--- src/rtl/zkr_entropy_collector.sv ---
// zkr_entropy_collector: Zkr seed source with RCT/APT health tests and the OPST state machine.
// Optional Von Neumann debiasing of packed bits when ZKR_VON_NEUMANN_EN is defined.
module zkr_entropy_collector #(
    parameter int BIST_SAMPLES = 1024,
    parameter int RCT_CUTOFF   = 32,
    parameter int APT_WINDOW   = 512,
    parameter int APT_CUTOFF   = 410
) (
    input  logic        clk,
    input  logic        rst_n,
    input  logic        raw_bit_i,
    input  logic        raw_valid_i,
    input  logic        seed_rd_i,
    output logic [31:0] seed_o,
    output logic        osc_en_o,
    output logic        fail_o
);
    localparam int BW = $clog2(BIST_SAMPLES + 1);
    localparam int WW = $clog2(APT_WINDOW);
    localparam int AW = $clog2(APT_WINDOW + 1);
    localparam logic [BW-1:0] BIST_LAST = BW'(BIST_SAMPLES - 1);
    localparam logic [5:0]    RCT_LIM   = 6'(RCT_CUTOFF);
    localparam logic [AW-1:0] APT_LIM   = AW'(APT_CUTOFF);

    typedef enum logic [1:0] {BIST = 2'b00, WAIT = 2'b01, ES16 = 2'b10, DEAD = 2'b11} opst_t;

    opst_t         state, state_n;
    logic [BW-1:0] bist_cnt, bist_n;
    logic [5:0]    rct_cnt, rct_n;
    logic          prev_bit, prev_n;
    logic [WW-1:0] apt_win, win_n;
    logic          apt_ref, ref_n;
    logic [AW-1:0] apt_cnt, apt_n;
    logic [15:0]   shreg, shreg_n;
    logic [4:0]    fill, fill_n;
    logic          hfail, vok, vbit;
`ifdef ZKR_VON_NEUMANN_EN
    logic          half, half_n, first_bit, first_n;
`endif

    always_comb begin
        state_n = state;
        bist_n  = bist_cnt;
        rct_n   = rct_cnt;
        prev_n  = prev_bit;
        win_n   = apt_win;
        ref_n   = apt_ref;
        apt_n   = apt_cnt;
        shreg_n = shreg;
        fill_n  = fill;
        hfail   = 1'b0;
        vok     = raw_valid_i;
        vbit    = raw_bit_i;
        // Health tests see every raw strobe until the source is declared dead
        if (raw_valid_i && state != DEAD) begin
            rct_n  = (raw_bit_i != prev_bit) ? 6'd1 : (rct_cnt == 6'h3f ? rct_cnt : rct_cnt + 6'd1);
            prev_n = raw_bit_i;
            win_n  = apt_win + WW'(1);
            ref_n  = (apt_win == '0) ? raw_bit_i : apt_ref;
            apt_n  = (apt_win == '0) ? AW'(1) : apt_cnt + AW'(raw_bit_i == apt_ref);
            hfail  = (rct_n == RCT_LIM) || (apt_n >= APT_LIM);
        end
`ifdef ZKR_VON_NEUMANN_EN
        half_n  = half;
        first_n = first_bit;
        vok     = 1'b0;
        if (raw_valid_i && state == WAIT) begin
            half_n  = ~half;
            first_n = raw_bit_i;
            vok     = half && (first_bit != raw_bit_i);
            vbit    = first_bit;
        end
`endif
        if (hfail)
            state_n = DEAD;
        else if (state == BIST && raw_valid_i) begin
            bist_n  = bist_cnt + BW'(1);
            state_n = (bist_cnt == BIST_LAST) ? WAIT : BIST;
        end else if (state == WAIT && vok) begin
            shreg_n = {shreg[14:0], vbit};
            fill_n  = fill + 5'd1;
            state_n = (fill == 5'd15) ? ES16 : WAIT;
        end else if (state == ES16 && seed_rd_i) begin
            state_n = WAIT;
            shreg_n = '0;
            fill_n  = '0;
        end
`ifdef ZKR_VON_NEUMANN_EN
        // A pending half-pair only survives while staying in WAIT
        if (state != WAIT || state_n != WAIT) half_n = 1'b0;
`endif
    end

    always_ff @(posedge clk or negedge rst_n) begin
        if (!rst_n) begin
            state    <= BIST;
            bist_cnt <= '0;
            rct_cnt  <= '0;
            prev_bit <= 1'b0;
            apt_win  <= '0;
            apt_ref  <= 1'b0;
            apt_cnt  <= '0;
            shreg    <= '0;
            fill     <= '0;
            seed_o   <= '0;
            osc_en_o <= 1'b0;
            fail_o   <= 1'b0;
`ifdef ZKR_VON_NEUMANN_EN
            half      <= 1'b0;
            first_bit <= 1'b0;
`endif
        end else begin
            state    <= state_n;
            bist_cnt <= bist_n;
            rct_cnt  <= rct_n;
            prev_bit <= prev_n;
            apt_win  <= win_n;
            apt_ref  <= ref_n;
            apt_cnt  <= apt_n;
            shreg    <= shreg_n;
            fill     <= fill_n;
            seed_o   <= {state_n, 14'b0, (state_n == ES16) ? shreg_n : 16'h0};
            osc_en_o <= state_n != DEAD;
            fail_o   <= state_n == DEAD;
`ifdef ZKR_VON_NEUMANN_EN
            half      <= half_n;
            first_bit <= first_n;
`endif
        end
    end
endmodule

--- config.mk ---
export PLATFORM = sky130hd
export DESIGN_NAME = zkr_entropy_collector
export DESIGN_NICKNAME = d
export VERILOG_FILES = /design/src/rtl/zkr_entropy_collector.sv
export SDC_FILE = /design/constraint.sdc
export NUM_CORES = 1
export LEC_CHECK = 0
export ABC_CLOCK_PERIOD_IN_PS = 3350
export CAP_MARGIN = 25
export CORE_MARGIN = 3
export CORE_UTILIZATION = 30
export DETAILED_ROUTE_END_ITERATION = 7
export SLEW_MARGIN = 20
export SYNTH_ARGS = -nofsm -noshare
export SYNTH_HDL_FRONTEND = slang
export SYNTH_SLANG_ARGS = --single-unit
--- constraint.sdc ---
create_clock -name clk -period 3.35 [get_ports clk]
set_input_delay 0.335 -clock clk [delete_from_list [all_inputs] [get_ports clk]]
set_output_delay 0.335 -clock clk [all_outputs]
set_load 0.01 [all_outputs]
==> summary.md <==
| Metric | Value |
|---|---|
| CTS Root Cell | clkbuf_16 |
| Primary FF master, synth | dfrtp_1 |
| Clock-pin slew on the worst setup and hold paths | about 0.07 ns |
| Clock Path Buffers | 2 |
| Die X | around 120 µm |
| Post-CTS sizing | 0 |
| DP Area | roughly 4300 µm² |
| Setup total negative slack | 0 ns |
| DR DRC count | 0 |
| Slew @ Worst Pin | between 0.7 and 0.8 ns |
| R2r setup slk | around 0.61 ns |
| Pre-CTS setup slack | approximately 0.23 ns |
| RSZ-0062 raised after global routing | no |
| Vias in the first global route | 2791 |
| Worst path depth | 12 |
| Class of the worst hold path | in2async |
| CTS Buf Count | 9 |
| Path depth of the worst reg2reg path | 11 |
| DIE AREA | between 10000 and 15000 µm² |
| Largest delay contributor family on the critical path | compound AO/OA/AOI/OAI gates |
| Die Y | approximately 120 µm |
| Critical-path cell list | clkdlybuf4s50_1 -> xnor2_1 -> ha_1 -> ha_1 -> nor3_1 -> nor2_1 -> o2111ai_1 -> a311o_4 -> o211a_2 -> o22ai_4 -> buf_12 -> a21oi_1 |
| Layout Utilization | around 36% |
| Drt first-iter violations | 234 |
| Combinational share of power | between 10% and 20% |
| DRT antenna net count | 0 |
| Worst relative slew slack | between 50 and 60% |
| GPL Wtd Cong | about 0.82 |
| Final #Nets | about 450 |
| Crit path max fanout | 16 |
| Switching Power | 0.828 mW |
| Cell type with the largest total area after synthesis | dfrtp_1 |
| Initial antenna violation count | 0 |
| Worst Path Arrival | 3.01 ns |
| Hold buffers post-CTS | 0 |
| Yosys Warn Count | 0 |
| Fin. Hold Viols | 0 |
| Reg power frac | approximately 46% |
| First drt pass iteration count | 4 |
| Async set or reset register ratio after synthesis | between 90% and 100% |
| DR vias/cell | between 4 and 5 |
| CTS tree | yes |
| Port bufs | 24 |
| Fmax | roughly 360 MHz |
| Initial Utilization | a little over 30% |
| Tmin final | 2.79 ns |
| Startpoint types | primary input |
| Clk sinks | roughly 80 |
| Fill count | approximately 1.3k |
| Pin count of the biggest net entering global routing | 80 |
| Mapped Area | between 3000 and 4000 µm² |
| Share of layout cells above drive strength 1 | around a tenth |
| Top-count cell post-synth | dfrtp_1 |
| Most common library cells after synthesis | dfrtp_1 (79), nand2_1 (66), a21oi_1 (30), o21ai_0 (27) |
| Final setup vio count | 0 |
| Static leakage | between 2 and 2.5 nW |
| Clock latency on the worst-skew pair | about 0.34 ns |
| # rows | 41 |
| Fin cells | 609 |
| Seq cells post-synth | just under 80 |
| Post-route cell area | between 4000 and 5000 µm² |
| Status | completed |
| Worst path bufs/invs | 2 |
| Internal power | 1.88 mW |
| Final HPWL DP | 5150 µm |
| Worst clock skew | around 0.0085 ns |
| Netlist cell types | 58 |
| Cells after synthesis | around 410 |
| Slew Viols, Final | 0 |
| Slowest cell on crit path | clkdlybuf4s50_1 |
| First-pass GRT wire length | 13600 µm |
| Setup Crit Path Kind | in2reg |
| Post-CTS setup buffer count | 0 |
| Core Area | between 10000 and 15000 µm² |
| Total power | approximately 2.7 mW |
| CTS H-tree lvls | 3 |
| Area share of the largest cell type after synthesis | around half |
| Number of flops mapped to enable cells by yosys | 0 |
| Average wire per standard cell | 12.8 µm |
| Routed Wire Length | slightly below 8000 µm |
| Reg area | between 1500 and 2000 µm² |
| Final hold slack | roughly 0.028 ns |
| Total GRT Usage | a little under an eighth |
| Final worst setup slack | around 0.56 ns |
| Area of the multi-input gates | about 1800 µm² |
| Via count | about 2.9k |
| Average size of a mapped cell | 9.70 µm² |
| Critical path's most frequent cell | ha_1 |
| Top cells by area, synth | dfrtp_1 (50%), nand2_1 (6.3%), xnor2_1 (4.2%) |
| MaxCap Viol Count | 0 |
| Dpl cells | ~590 |
| Crit end category | flop |
| I/O pin cnt | 39 |
| Final period utilization | a little over four fifths |
| Sw Ratio | a little under a third |
| Clock share of power | ~38% |
| Post-synthesis sequential area ratio | approximately half |
| Congestion Overflow GR | 0 |
| VDD IR-drop max | 269 µV |
| Worst EP required | about 3.6 ns |
| Area grow syn2layout | 17.3% |
| # diodes | 0 |
| CP max stage delay | ~0.49 ns |
| PD cells | approximately 580 nW/µm² |
[cell families (layout without fill, tap and decap cells)]
logic type	count (synthesis)	after routing	synth area share, %
adder cells (fa/ha/maj)	9	9	2.84
AND/OR/NAND/NOR	150	150	18.5
AO/OA/AOI/OAI	102	102	16.3
other	1	14	0.0947
XOR/XNOR	22	22	5.06
multiplexers	3	3	0.853
buffers and inverters	42	58	6.38
flip-flops	79	79	49.9
[cells in the final DEF, fill, tap and decap left out, drive strengths merged, types with 2 or more instances in the layout]
master	synthesis	routed
dfrtp	79	79
nand2	68	68
o21ai	41	41
a21oi	31	31
clkdlybuf4s50	0	23
xnor2	20	20
nor2	19	19
nand3	15	15
inv	10	15
conb	1	14
nand4	9	9
ha	9	9
clkbuf	10	9
buf	22	9
and3	8	8
nor3	6	6
a31oi	5	5
nor2b	4	4
or2	4	4
a21o	3	3
and4	3	3
nand3b	3	3
mux2	3	3
and2	3	3
a311oi	2	2
nor4b	2	2
nor4	2	2
xor2	2	2
nand2b	2	2
a22o	2	2
o31ai	2	2
a31o	2	2
o211a	2	2
o22ai	2	2
[area by class of cell]
cell class | instances | area share (%)
tap | 172 | 4.63
sequential | 79 | 42.6
timing repair buffer | 32 | 7.03
clock inverter | 7 | 1.81
inverter | 10 | 0.808
clock buffer | 9 | 4.85
multi-input combinational | 300 | 38.3
[path summary, 6_finish.rpt]
check,startpoint,end
max in group asynchronous,rst_n,fill[2]
min in group clk,fill[4],fill[4]
setup / recovery,raw_bit_i,seed_o[2]
hold / removal,rst_n,bist_cnt[9]
setup reg to reg,apt_ref,seed_o[2]
hold reg to reg,fill[4],fill[4]
[power by group through the flow]
stage / clock (mW) / sequential (mW) / combinational, mW
3_5_place_dp: 0 / 1.26 / 0.447
3_3_place_gp: 0 / 1.26 / 0.433
5_1_grt: 1.09 / 1.27 / 0.520
2_1_floorplan: 0 / 1.21 / 0.388
6_report: 1.01 / 1.25 / 0.447
4_1_cts: 1.04 / 1.24 / 0.450
[layer usage]
| layer | part of all wire [%] | vias up | track usage [%] | routed length, µm |
|---|---|---|---|---|
| met5 | 0 | - | 0 | 0 |
| met4 | 1.2 | 0 | 3.26 | 97 |
| met3 | 5.6 | 13 | 3.54 | 433 |
| met2 | 45 | 72 | 17.2 | 3490 |
| met1 | 48 | 1403 | 15.9 | 3770 |
| li1 | - | 1454 | - | - |
[sequential cells by signal, summed over array words and instances, names as in the netlist]
name,flops
fail_o,1
apt_win,9
seed_o,17
state,1
rct_cnt,6
apt_cnt,10
fill,5
apt_ref,1
shreg,16
bist_cnt,11
osc_en_o,1
prev_bit,1
Note: power is estimated with default switching activity, not from simulation.
